$ cat src/rtl/ov7670_capture.sv
// rtl/ov7670_capture.sv - OV7670 RGB565 byte stream to RGB332 frame-buffer writes
module ov7670_capture #(
    parameter int WIDTH  = 176,
    parameter int HEIGHT = 144
) (
    input  logic       CLK,
    input  logic       RESET,
    input  logic [7:0] CAM_DATA,
    input  logic       CAM_HREF,
    input  logic       CAM_VSYNC,
    output logic [7:0] PIXEL_OUT,
    output logic [9:0] X_ADDR,
    output logic [9:0] Y_ADDR,
    output logic       W_EN,
    output logic       FRAME_DONE,
    output logic       LINE_ERR
);
    localparam logic [9:0] W_LIM = 10'(WIDTH);
    localparam logic [9:0] H_LIM = 10'(HEIGHT);
    localparam logic [9:0] X_MAX = 10'h3FF;

    typedef enum logic {SYNC, ACTIVE} state_t;

    state_t     state;
    logic       href_d;
    logic       vsync_d;
    logic       phase;
    logic [5:0] byte1;
    logic [9:0] xcount;
    logic [9:0] ycount;

    logic       vs_fall;
    logic       vs_rise;
    logic       hr_fall;
    logic [7:0] pixel;

    assign vs_fall = vsync_d & ~CAM_VSYNC;
    assign vs_rise = ~vsync_d & CAM_VSYNC;
    assign hr_fall = href_d & ~CAM_HREF;
    // Only R[7:5] and G[2:0] of the first byte survive the 332 packing.
    assign pixel   = {byte1, CAM_DATA[4:3]};

    always_ff @(posedge CLK or posedge RESET) begin
        if (RESET) begin
            state      <= SYNC;
            href_d     <= 1'b0;
            vsync_d    <= 1'b0;
            phase      <= 1'b0;
            byte1      <= '0;
            xcount     <= '0;
            ycount     <= '0;
            PIXEL_OUT  <= '0;
            X_ADDR     <= '0;
            Y_ADDR     <= '0;
            W_EN       <= 1'b0;
            FRAME_DONE <= 1'b0;
            LINE_ERR   <= 1'b0;
        end else begin
            href_d     <= CAM_HREF;
            vsync_d    <= CAM_VSYNC;
            W_EN       <= 1'b0;
            FRAME_DONE <= 1'b0;
            case (state)
                SYNC: begin
                    phase <= 1'b0;
                    if (vs_fall) begin
                        state    <= ACTIVE;
                        xcount   <= '0;
                        ycount   <= '0;
                        LINE_ERR <= 1'b0;
                    end
                end
                ACTIVE: begin
                    // Frame end wins over any concurrent line activity.
                    if (vs_rise) begin
                        FRAME_DONE <= 1'b1;
                        state      <= SYNC;
                        phase      <= 1'b0;
                        xcount     <= '0;
                    end else if (CAM_HREF) begin
                        if (!phase) begin
                            byte1 <= {CAM_DATA[7:5], CAM_DATA[2:0]};
                            phase <= 1'b1;
                        end else begin
                            phase <= 1'b0;
                            if (xcount < W_LIM && ycount < H_LIM) begin
                                W_EN      <= 1'b1;
                                PIXEL_OUT <= pixel;
                                X_ADDR    <= xcount;
                                Y_ADDR    <= ycount;
                            end
                            if (xcount != X_MAX)
                                xcount <= xcount + 10'd1;
                        end
                    end else if (hr_fall) begin
                        if (phase || xcount > W_LIM)
                            LINE_ERR <= 1'b1;
                        if (xcount != 10'd0 && ycount < H_LIM)
                            ycount <= ycount + 10'd1;
                        xcount <= '0;
                        phase  <= 1'b0;
                    end else begin
                        phase <= 1'b0;
                    end
                end
                default: state <= SYNC;
            endcase
        end
    end
endmodule

$ cat config.mk
export PLATFORM = sky130hd
export DESIGN_NAME = ov7670_capture
export DESIGN_NICKNAME = d
export VERILOG_FILES = /design/src/rtl/ov7670_capture.sv
export SDC_FILE = /design/constraint.sdc
export NUM_CORES = 1
export LEC_CHECK = 0
export CORE_MARGIN = 2
export CORE_UTILIZATION = 55
export DETAILED_ROUTE_END_ITERATION = 16
export HOLD_SLACK_MARGIN = 0.15
export PLACE_DENSITY = 0.91
export SLEW_MARGIN = 20
export SYNTH_ARGS = -nofsm -noshare
export SYNTH_HDL_FRONTEND = slang
export SYNTH_SLANG_ARGS = --single-unit
$ cat constraint.sdc
create_clock -name CLK -period 3.86 [get_ports CLK]
set_clock_uncertainty 0.15 [all_clocks]
set_input_delay 0.386 -clock CLK [delete_from_list [all_inputs] [get_ports CLK]]
set_output_delay 0.386 -clock CLK [all_outputs]
set_load 0.02 [all_outputs]
# Word-level counts from Yosys, hierarchy flattened
# Index checks and enable logic that the tools add are counted.
[op_classes]
n_reduce_logical = 9
bitwise = 9
addsub = 2
n_lt_le_gt_ge = 3
n_eq_ne = 10
n_mux = 32
[ops]
columns = ["operator", "count"]
rows = [
  ["$mux W10", 10],
  ["$pmux W10 S2", 2],
  ["$add A10 B1 Y10 const B", 2],
  ["$lt A10 B8 Y1 const B", 2],
  ["$mux W1", 17],
  ["$reduce_and A5 Y1", 3],
  ["$ne A4 B2 Y1 const B", 3],
  ["$gt A10 B8 Y1 const B", 1],
  ["$ne A10 B10 Y1 const B", 1],
  ["$reduce_bool A10 Y1", 1],
  ["$reduce_and A4 Y1", 2],
  ["$ne A2 B1 Y1 const B", 3],
  ["$ne A2 B2 Y1 const B", 3],
  ["$not A1 Y1", 6],
  ["$pmux W1 S2", 3],
  ["$and A1 B1 Y1", 3],
  ["$logic_and A1 B1 Y1", 2],
  ["$logic_or A1 B1 Y1", 1],
]
[totals]
ff_bits = 61
wordCells = 78
input_bits = 12
out_inout_bits = 31

# Depth between registers and ports, before layout
# Gate-level depths: netlist of the first run.
[logic_depth]
depth_word = 7
depth_mapped = 7
mapped_depth_nobuf = 7

# Worst setup path before layout of the first run
# No wires, ideal clock.
[synth_path]
path_kind = "register to register"
start = "register ycount[6]"
end = "register PIXEL_OUT[0]"
required_ps = 3585
path_slack_ps = 1882
path_stages_with_launch = 6
setup_time_ps = 125
n_path_buf = 1
t_arrival_ps = 1703
period_less_slack_ps = 1978
cell_sequence = "dfrtp_1 > o31ai_1 > nand2_1 > nor3_4 > buf_6 > mux2_2"
[synth_via]
elab_chain_len = 3
[synth_rtl]
columns = ["element", "line", "text"]
rows = [
  ["start, declared", "30", "logic [9:0] ycount;"],
  ["start signal, assigned", "99", "ycount <= ycount + 10'd1;"],
  ["$lt A10 B8 Y1", "86", "if (xcount < W_LIM && ycount < H_LIM) begin"],
  ["$logic_and A1 B1 Y1", "86", ""],
  ["$reduce_and A5 Y1 (no line)", "n/a", ""],
  ["end signal, assigned", "88", "PIXEL_OUT <= pixel;"],
  ["end, declared", "11", "output logic [7:0] PIXEL_OUT,"],
]
# Every way passes these cells.
# A chain may end at the register's enable or synchronous reset.

# Final worst setup path of the first run
[layout_path]
start = "register state"
end = "register ycount[2]"
[layout_via]
elab_chain_len = 3
elab_cells_between_ends = 8
cone_classes = "5 x eq/ne; 1 x mux; 1 x bitwise; 1 x reduce/logical"
[layout_rtl]
columns = ["element", "line", "text"]
rows = [
  ["start, declared", "24", "state_t state;"],
  ["start signal, assigned", "45", "state <= SYNC;"],
  ["start signal, assigned", "67", "state <= ACTIVE;"],
  ["start signal, assigned", "77", "state <= SYNC;"],
  ["$not A1 Y1", "n/a", ""],
  ["$ne A2 B2 Y1 (no line)", "n/a", ""],
  ["$reduce_and A5 Y1 (no line)", "n/a", ""],
]
# Several ways; a longest one is shown, not always the timed one.

==> results.md, run 1 <==
- Row Count: 25
- Synth unique cells: 42
- CTS Buffer Depth: 2
- Most common cell after layout, fill and taps aside: dfrtp_1
- Vias per cell: 5.797
- Drc violations: 0
- Leading cell types in the layout, fill and taps excluded: dfrtp_1 (61), clkdlybuf4s50_1 (42), mux2_2 (24)
- Root buffer cell: clkbuf_8
- Mean area per synthesized cell: 11.80 µm²
- Cells after Synth: 229
- Minimum clock period: 2242 ps
- Crit end category: flop
- RePlAce Congestion: 0.8822
- RSZ-0062 raised after global routing: false
- P_int: 1139 µW
- Iteration-0 DRC Markers: 212
- Share of layout cells above drive strength 1: 18.44%
- Status: finished, final reports clean
- Setup Buffers After CTS: 0
- CTS H-tree depth: 3
- Comb pwr share: 21.4%
- Chip Height: 74.08 µm
- # hold bufs at CTS: 0
- Post-placement cell count: 334
- Antenna cells: 0
- Post-Synth XOR/XNOR Area: 0%
- Sequential fraction of the synthesis area: 56.51%
- Post-synthesis compound-gate area fraction: 11.02%
- Post-CTS Resized: 0
- Crit-path cells: nor3b_1, a41o_1, and3_1, nand2_1, a31o_2
- HP Class: flop to flop
- CTS tree: done
- Slowest cell on crit path: nor3b_1
- Peak Freq: 0.4460 GHz
- First-pass GRT wire length: 8859 µm
- Post-DP Area: 3176 µm²
- WP data required: 3940 ps
- Period utilization: 58.08%
- Clock Sinks: 61
- Clock power frac: 30.1%
- Routed Antenna Nets: 0
- Largest family of logic cells by synthesized area: simple AND/OR/NAND/NOR gates
- Worst-margin pin slew: 924.6 ps
- Synthesized area: 2701 µm²
- Fin area: 3341 µm²
- Ports: 43
- Syn nets: 244
- DR pass1 iterations: 4
- Number of synthesized register bits: 61
- Leakage: 0.001515 µW
- GR Overflow Total: 0
- Power per Cell Area: 481.3 nW/µm²
- CTS Buf Count: 9
- Critical path class: flop to flop
- Post-Synth Simple-Gate Area: 15.15%
- Worst Path Max Fanout: 12
- Layout area overhead: 23.67%
- Die Footprint: 5488 µm²
- Worst-Skew Late Latency: 330 ps
- Area share of fa/ha/maj cells after synthesis: 1.390%
- Seq pwr share: 48.5%
- CP arrival: 2320 ps
- Commonest register cell after synthesis: dfrtp_1
- Number of buffers added on ports: 42
- Antenna violations before repair: 0
- Drt wl/cell: 15.68 µm
- Starting Density: 57.19%
- Sw frac: 29.14%
- Final setup viols: 0
- Max Slew Vio Count: 0
- DRT Wirelength: 5474 µm
- Via count: 2023
- Number of synthesized flops with an enable pin: 0
- Worst-path clk slew: 70 ps
- Aggregate global-route resource usage: 21.86%
- Peak supply drop: 0.3773 mV
- Async set-or-reset flop fraction in the synthesized netlist: 100.0%
- Largest net degree at the start of global routing: 48
- Detailed Place HPWL: 3739 µm
- Mux contribution to synthesized area: 12.88%
- Net Sw Power: 468.6 µW
- CP peak stage delay: 650 ps
- Setup TNS Final: 0 ps
- Max-cap violations: 0
- Vias in the first global route: 1905
- Fin. Hold Viols: 0
- Startpoint types: flop
- Yosys Warn Count: 0
- Final net count: 293
- Core ar.: 4723 µm²
- Worst rel slew slack: 38.27%
- Die Span X: 74.08 µm
- Final cell count without fillers: 349
## kinds of logic (layout without fill, tap and decap cells)
kind of cell,Yosys count,after routing
muxes,31,31
AOI/OAI and AO/OA,47,47
adders and majority gates,3,3
and+or+nand+nor,71,71
DFF,61,61
buffers and inverters,16,69
## path summary, 6_finish.rpt
kind | start | endpoint | slack [ps] | depth (start not counted)
max in group asynchronous | RESET | vsync_d | 2380 | 3
min in group asynchronous | RESET | byte1[0] | 430 | 2
worst max register to register | state | ycount[2] | 1620 | 5
worst min-delay path | X_ADDR[4] | X_ADDR[4] | 330 | 1
worst max-delay path | state | ycount[2] | 1620 | 5
worst min register to register | X_ADDR[4] | X_ADDR[4] | 330 | 1
## synth_stat cells (5+ instances only)
master / n / area share, %
nand4_1: 5 / 1.2
nor2_1: 13 / 1.8
dfrtp_1: 61 / 57
a21oi_1: 7 / 1.3
mux2_2: 24 / 10
o21ai_0: 17 / 3.1
o31ai_1: 5 / 1.4
and3_1: 5 / 1.2
inv_1: 10 / 1.4
nor2b_1: 6 / 1.4
mux2_1: 6 / 2.5
nand3_1: 10 / 1.9
a31oi_1: 5 / 1.2
nand2_1: 12 / 1.7
## critical path, delay by kind of cell, from the launching register on
kind            cells  cell delay (ps)
simple gates        3              980
compound gates      2              460
flops               1              540
## sequential cells by signal, indices dropped and copies added, names as in the netlist
name	flops
xcount	10
W_EN	1
ycount	10
Y_ADDR	10
PIXEL_OUT	8
FRAME_DONE	1
X_ADDR	10
byte1	6
href_d	1
phase	1
vsync_d	1
state	1
LINE_ERR	1
## through the flow
stage / worst slack (ps) / total power (µW) / hold slack (ps) / utilization, %
floorplan: 1811 / 972.9 / 267.4 / -
global placement: 1349 / 1121 / 318.4 / 67.23
detailed placement: 1291 / 1134 / 324.0 / 67.23
CTS: 1622 / 1617 / 339.3 / 70.73
global route: 1493 / 1672 / 347.7 / 70.73
finish: 1618 / 1608 / 334.5 / 70.73
## routing by layer
metal	share of wire, %	routed length (µm)	track usage (%)	vias up
li1	-	-	-	930
met1	45	2455	29.95	963
met2	45	2441	31.15	110
met3	7.8	427	6.098	20
met4	2.7	149	13.13	0
met5	0	0	0	-
## power groups by stage
stage          combinational (µW)  clock (µW)  sequential [µW]
2_1_floorplan                 132           0              841
3_3_place_gp                  335           0              786
3_5_place_dp                  345           0              789
4_1_cts                       347         491              779
5_1_grt                       365         516              790
6_report                      344         484              780
## final cells by class
type | instances | area, µm²
sequential | 61 | 1526
clock buffer | 10 | 137.6
fill | 334 | 1383
tap | 67 | 83.83
inverter | 10 | 37.54
clock inverter | 5 | 27.53
multi-input combinational | 152 | 1092
timing repair buffer | 44 | 435.4
No activity file was read; power rests on OpenSTA's default activity.
==> run 2: changes to the inputs <==
--- a/config.mk
+++ b/config.mk
@@ -6,10 +6,10 @@
 export NUM_CORES = 1
 export LEC_CHECK = 0
 export CORE_MARGIN = 2
-export CORE_UTILIZATION = 55
+export CORE_UTILIZATION = 53
 export DETAILED_ROUTE_END_ITERATION = 16
 export HOLD_SLACK_MARGIN = 0.15
-export PLACE_DENSITY = 0.91
+export PLACE_DENSITY = 0.88
 export SLEW_MARGIN = 20
 export SYNTH_ARGS = -nofsm -noshare
 export SYNTH_HDL_FRONTEND = slang
==> constraint.sdc (replaced) <==
create_clock -name CLK -period 2.1 [get_ports CLK]
set_clock_uncertainty 0.15 [all_clocks]
set_input_delay 0.21 -clock CLK [delete_from_list [all_inputs] [get_ports CLK]]
set_output_delay 0.21 -clock CLK [all_outputs]
set_load 0.02 [all_outputs]
==> run 2 against run 1 <==
Count of clock-buffer cells in the layout grew 3. Sequential cell count unchanged. Maximum frequency up 12%. Critical path depth did not move. Total power rose by 94%.
==> results.md, run 2 (synthesized netlist as in run 1, its figures left out) <==
- Sequential Area: 1526 µm² (unchanged)
- Power per Cell Area: 868.4 nW/µm² (+80%)
- Antenna cells: 0 (unchanged)
- Clock Sinks: 61 (unchanged)
- Leading cell types in the layout, fill and taps excluded: dfrtp_1 (61), clkdlybuf4s50_1 (42), mux2_2 (24)
- Final net count: 315 (+7.5%)
- Vias in the first global route: 2134 (+12%)
- CTS H-tree depth: 3 (unchanged)
- Fin. Hold Viols: 0 (unchanged)
- Final cell count without fillers: 372 (+6.6%)
- Most common cell after layout, fill and taps aside: dfrtp_1
- Startpoint types: flop
- Setup TNS Final: 0 ps (unchanged)
- Multi-input gate area in the final layout: 1111 µm² (+1.7%)
- Fin area: 3583 µm² (+7.3%)
- CTS tree: done
- WP data required: 2170 ps (-1770 ps)
- Worst-Skew Late Latency: 330 ps (about the same)
- Hold WS: 339.3 ps (+4.754 ps)
- Final setup viols: 0 (unchanged)
- Share of layout cells above drive strength 1: 24.92% (+6.5 points)
- RR Startpoint: ycount[6]
- Number of buffers added on ports: 42 (unchanged)
- Aggregate global-route resource usage: 24.33% (+2.5 points)
- Period utilization: 94.94% (+37 points)
- Iteration-0 DRC Markers: 154 (-27%)
- Via count: 2135 (+5.5%)
- First-pass GRT wire length: 10220 µm (+15%)
- Worst rel slew slack: 73.42% (+35 points)
- CP arrival: 2060 ps (-260 ps)
- GR Overflow Total: 0 (unchanged)
- Routed Antenna Nets: 0 (unchanged)
- Setup Buffers After CTS: 0 (unchanged)
- CTS Buffer Depth: 2 (unchanged)
- Ports: 43 (unchanged)
- Status: finished, final reports clean
- Crit. path cell count: 5 (unchanged)
- Minimum clock period: 1994 ps (-248.3 ps)
- Routed met2 length: 2984 µm (+22%)
- Worst slack, placed: -70.24 ps (-1361 ps)
- Met3 routed WL: 421 µm (-1.4%)
- Worst Reg2Reg Path Length in Cells: 5 (unchanged)
- Drc violations: 0 (unchanged)
- Antenna violations before repair: 0 (unchanged)
- Layout area overhead: 32.65%
- Max Slew Vio Count: 0 (unchanged)
- Met1 wire length: 2582 µm (+5.2%)
- RSZ-0062 raised after global routing: false
- Worst setup endpoint: Y_ADDR[6]
- DR pass1 iterations: 4 (unchanged)
- Crit end category: flop
- Slowest cell on crit path: dfrtp_1
- Flop2flop setup slack: 110 ps (-1510 ps)
- Max-cap violations: 0 (unchanged)
- Root buffer cell: clkbuf_8
- Worst Setup SP: ycount[6]
- Worst-path clk slew: 70 ps (about the same)
- Core ar.: 4817 µm² (+2.0%)
- Crit-path cells: o31ai_2, nand2_1, nor3_4, buf_12, mux2_2
- Vias per cell: 5.739 (-0.99%)
- Setup WS post-layout: 106.2 ps (-1512 ps)
- Largest net degree at the start of global routing: 62 (+29%)
- Critical path class: flop to flop
- Buf/Inv on CP: 1 (+1)
- Post-DP Area: 3358 µm² (+5.8%)
- HP Class: input pin to flop
- Row Count: 25 (unchanged)
- Die Footprint: 5684 µm² (+3.6%)
- Max layer used: met4
- Drt wl/cell: 16.37 µm (+4.4%)
- RePlAce Congestion: 0.8861 (+0.44%)
- Peak supply drop: 0.7127 mV (+89%)
- Peak Freq: 0.5016 GHz (+12%)
- Chip Height: 75.39 µm (+1.8%)
- Min-Delay Startpoint: CAM_DATA[3]
- Crit path max-delay family: flip-flops
- Worst-margin pin slew: 397.8 ps (-526.8 ps)
- Leakage: 0.001662 µW (+9.6%)
- Starting Density: 56.08% (-1.1 points)
- DRT Wirelength: 6089 µm (+11%)
- Post-placement cell count: 355 (+6.3%)
- Worst Path Max Fanout: 25 (+13)
- Reg2reg end: Y_ADDR[6]
- # fillers: 324 (-3.0%)
- Detailed Place HPWL: 4165 µm (+11%)
- CTS Buf Count: 9 (unchanged)
- Die Span X: 75.39 µm (+1.8%)
- CP peak stage delay: 460 ps (-190 ps)
run 2: cell types whose count changed in the layout (fill, tap and decap cells not counted), moves of 2 or more:
cell      before  now
buf_4          2   21
clkinv_2       4    2
buf_12         0    2
clkbuf_8      10   13
run 2: cell type report:
| class | instances | area share (%) |
|---|---|---|
| clock buffer | 13 | 4.993 |
| tap | 67 | 2.339 |
| multi-input combinational | 152 | 31.01 |
| inverter | 10 | 1.047 |
| clock inverter | 3 | 0.4888 |
| sequential | 61 | 42.60 |
| timing repair buffer | 66 | 17.53 |
run 2: worst min-delay path by stage:
stage / endpoint / slack (ps) / cells after the start
finish: PIXEL_OUT[0] / 340 / 2
global route: byte1[5] / 340 / 2
CTS: byte1[5] / 330 / 2
detailed placement: Y_ADDR[4] / 330 / 1
global placement: PIXEL_OUT[7] / 320 / 1
floorplan: href_d / 90 / 0
run 2: timing repair:
| item | in CTS | in global routing |
|---|---|---|
| hold buffers | 1 | 0 |
| setup endpoints to repair | 0 | 27 |
| resized for setup | 0 | 3 |
| hold endpoints to repair | 17 | 0 |
run 2: where the power goes:
part	internal (µW)	leakage [µW]	switching, µW
clock	553	0.000101	446
combinational	363	0.000753	328
sequential	1330	0.000807	95.4
run 2: stage by stage:
step | util [%] | total power (µW)
after floorplan | - | 1788
after global placement | 69.71 | 2101
after detailed placement | 69.71 | 2126
after CTS | 74.00 | 3125
after global routing | 74.39 | 3250
final | 74.39 | 3112
run 2: metal layers:
metal,up-vias,track usage (%)
li1,979,-
met1,1047,33.63
met2,97,37.39
met3,12,4.894
met4,0,11.11
met5,-,0
==> run 3: changes to the inputs <==
--- a/config.mk
+++ b/config.mk
@@ -9,7 +9,7 @@
 export CORE_UTILIZATION = 53
 export DETAILED_ROUTE_END_ITERATION = 16
 export HOLD_SLACK_MARGIN = 0.15
-export PLACE_DENSITY = 0.88
+export PLACE_DENSITY = 0.76
 export SLEW_MARGIN = 20
 export SYNTH_ARGS = -nofsm -noshare
 export SYNTH_HDL_FRONTEND = slang
==> run 3 against run 2 <==
Clock power grew 26%. Combinational power up 3%. Total power grew 9.0%. Largest power group unchanged. Highest routed layer unchanged.
==> results.md, run 3 (synthesized netlist as in run 1, its figures left out) <==
- Status: finished, final reports clean
- Comb pwr share: 20.9% (-1.3 points)
- Leakage: 0.001714 µW (+3.1%)
- Max Slew Vio Count: 0 (unchanged)
- Fin area: 3694 µm² (+3.1%)
- Die Footprint: 5684 µm² (unchanged)
- Chip Height: 75.39 µm (unchanged)
- CTS Buf Count: 9 (unchanged)
- Worst rel slew slack: 70.80% (-2.6 points)
- Antenna violations before repair: 0 (unchanged)
- Core ar.: 4817 µm² (unchanged)
- Number of buffers added on ports: 42 (unchanged)
- CP arrival: 2070 ps (about the same)
- First-pass GRT wire length: 9798 µm (-4.1%)
- Seq pwr share: 41.9% (-3.8 points)
- Fin. Hold Viols: 0 (unchanged)
- Worst-path clk slew: 70 ps (about the same)
- RePlAce Congestion: 0.9321 (+5.2%)
- Worst Path Max Fanout: 12 (-52%)
- Routed Antenna Nets: 0 (unchanged)
- Largest net degree at the start of global routing: 62 (unchanged)
- Worst-margin pin slew: 436.3 ps (+38.55 ps)
- Hold WS: 333.3 ps (-6.008 ps)
- CTS H-tree depth: 3 (unchanged)
- Peak supply drop: 0.6523 mV (-8.5%)
- Max-cap violations: 0 (unchanged)
- P_int: 2519 µW (+12%)
- Worst-Skew Late Latency: 330 ps (about the same)
- Post-DP Area: 3381 µm² (+0.67%)
- Vias per cell: 5.630 (-1.9%)
- Antenna cells: 0 (unchanged)
- Final setup viols: 0 (unchanged)
- Drc violations: 0 (unchanged)
- Critical path class: flop to flop
- Most common cell after layout, fill and taps aside: dfrtp_1
- DR pass1 iterations: 4 (unchanged)
- Root buffer cell: clkbuf_8
- Iteration-0 DRC Markers: 203 (+32%)
- Clock power frac: 37.2% (+5.1 points)
- Aggregate global-route resource usage: 23.47% (-0.86 points)
- Starting Density: 56.08% (unchanged)
- Detailed Place HPWL: 4073 µm (-2.2%)
- Power per Cell Area: 918.3 nW/µm² (+5.8%)
- CTS Buffer Depth: 2 (unchanged)
- Row Count: 25 (unchanged)
- Tot Pwr: 3392 µW (+9.0%)
- Net Sw Power: 872.7 µW (+0.31%)
- Sw frac: 25.73% (-2.2 points)
- Period utilization: 95.51% (+0.56 points)
- Die Span X: 75.39 µm (unchanged)
- Max layer used: met4
- Peak Freq: 0.4986 GHz (-0.59%)
- Clock Sinks: 61 (unchanged)
- Final net count: 321 (+1.9%)
- CTS tree: done
- Vias in the first global route: 2046 (-4.1%)
- WP data required: 2160 ps (about the same)
- Drt wl/cell: 16.36 µm (about the same)
- Leading cell types in the layout, fill and taps excluded: dfrtp_1 (60), clkdlybuf4s50_1 (42), buf_4 (26)
- GR Overflow Total: 0 (unchanged)
- Crit end category: flop
- # fillers: 358 (+10%)
- Routed met2 length: 3010 µm (+0.87%)
- Met3 routed WL: 441 µm (+4.8%)
- Minimum clock period: 2006 ps (+11.85 ps)
- Met1 wire length: 2604 µm (+0.85%)
- Share of layout cells above drive strength 1: 26.37% (+1.4 points)
- HP Class: flop to flop
- Via count: 2128 (-0.33%)
- Ports: 43 (unchanged)
- Layout area overhead: 36.73%
- Startpoint types: flop
- DRT Wirelength: 6185 µm (+1.6%)
[run 3: cell types whose count changed in the layout (fill, tap and decap cells not counted), sizes merged]
| cell | delta |
|---|---|
| clkinvlp | -1 |
| clkinv | -1 |
| bufinv | +3 |
| buf | +5 |
[run 3: through the flow]
| step | cells | utilization, % | worst slack [ps] | TNS, ps |
|---|---|---|---|---|
| floorplan | 229 | - | 121.8 | 0 |
| global placement | 358 | 70.18 | -21.88 | -51.87 |
| detailed placement | 358 | 70.18 | -79.83 | -1266 |
| CTS | 375 | 75.38 | 29.92 | 0 |
| global route | 378 | 76.68 | -0.7536 | -0.7536 |
| finish | 378 | 76.68 | 94.39 | 0 |
[run 3: path summary, 6_finish.rpt]
| kind | startpoint | slack, ps | cells past startpoint | end |
|---|---|---|---|---|
| max in group asynchronous | RESET | 830 | 4 | xcount[5] |
| min in group asynchronous | RESET | 670 | 4 | PIXEL_OUT[5] |
| setup / recovery | xcount[5] | 90 | 7 | PIXEL_OUT[4] |
| hold / removal | X_ADDR[5] | 330 | 1 | X_ADDR[5] |
| setup reg to reg | xcount[5] | 90 | 7 | PIXEL_OUT[4] |
| hold reg to reg | X_ADDR[5] | 330 | 1 | X_ADDR[5] |
[run 3: layout make-up]
class / instances / area [µm²] / area share (%)
Clock buffer: 12 / 145.1 / 3.930
Timing Repair Buffer: 72 / 690.7 / 18.70
Inverter: 10 / 37.54 / 1.016
Multi-Input combinational cell: 152 / 1114 / 30.15
Clock inverter: 4 / 95.09 / 2.575
Sequential cell: 61 / 1528 / 41.36
Tap cell: 67 / 83.83 / 2.270
[run 3: repair_timing]
action	CTS	global route
hold endpoints to repair	61	0
buffers inserted	0	2
resized for setup	0	6
endpoints found under the setup margin	0	25
hold buffers	1	0
[run 3: power groups by stage]
stage	logic (µW)	registers (µW)	clock network [µW]
detailed placement	699	1440	0
global placement	687	1430	0
global route	762	1440	1330
CTS	704	1420	1280
finish	709	1420	1260
floorplan	243	1550	0
[run 3: per-layer routing]
| layer | vias up | global-route usage [%] |
|---|---|---|
| met2 | 84 | 35.46 |
| met4 | 0 | 11.89 |
| met1 | 1043 | 31.50 |
| met5 | - | 0 |
| li1 | 985 | - |
| met3 | 16 | 6.085 |
[run 3: critical path, cell delays in order, from the launching register on]
cell	delay, ps
dfrtp_2	440
and2_4	190
o21ai_1	140
nand2_2	100
nor3_4	210
buf_4	160
clkbuf_16	160
mux2_2	330
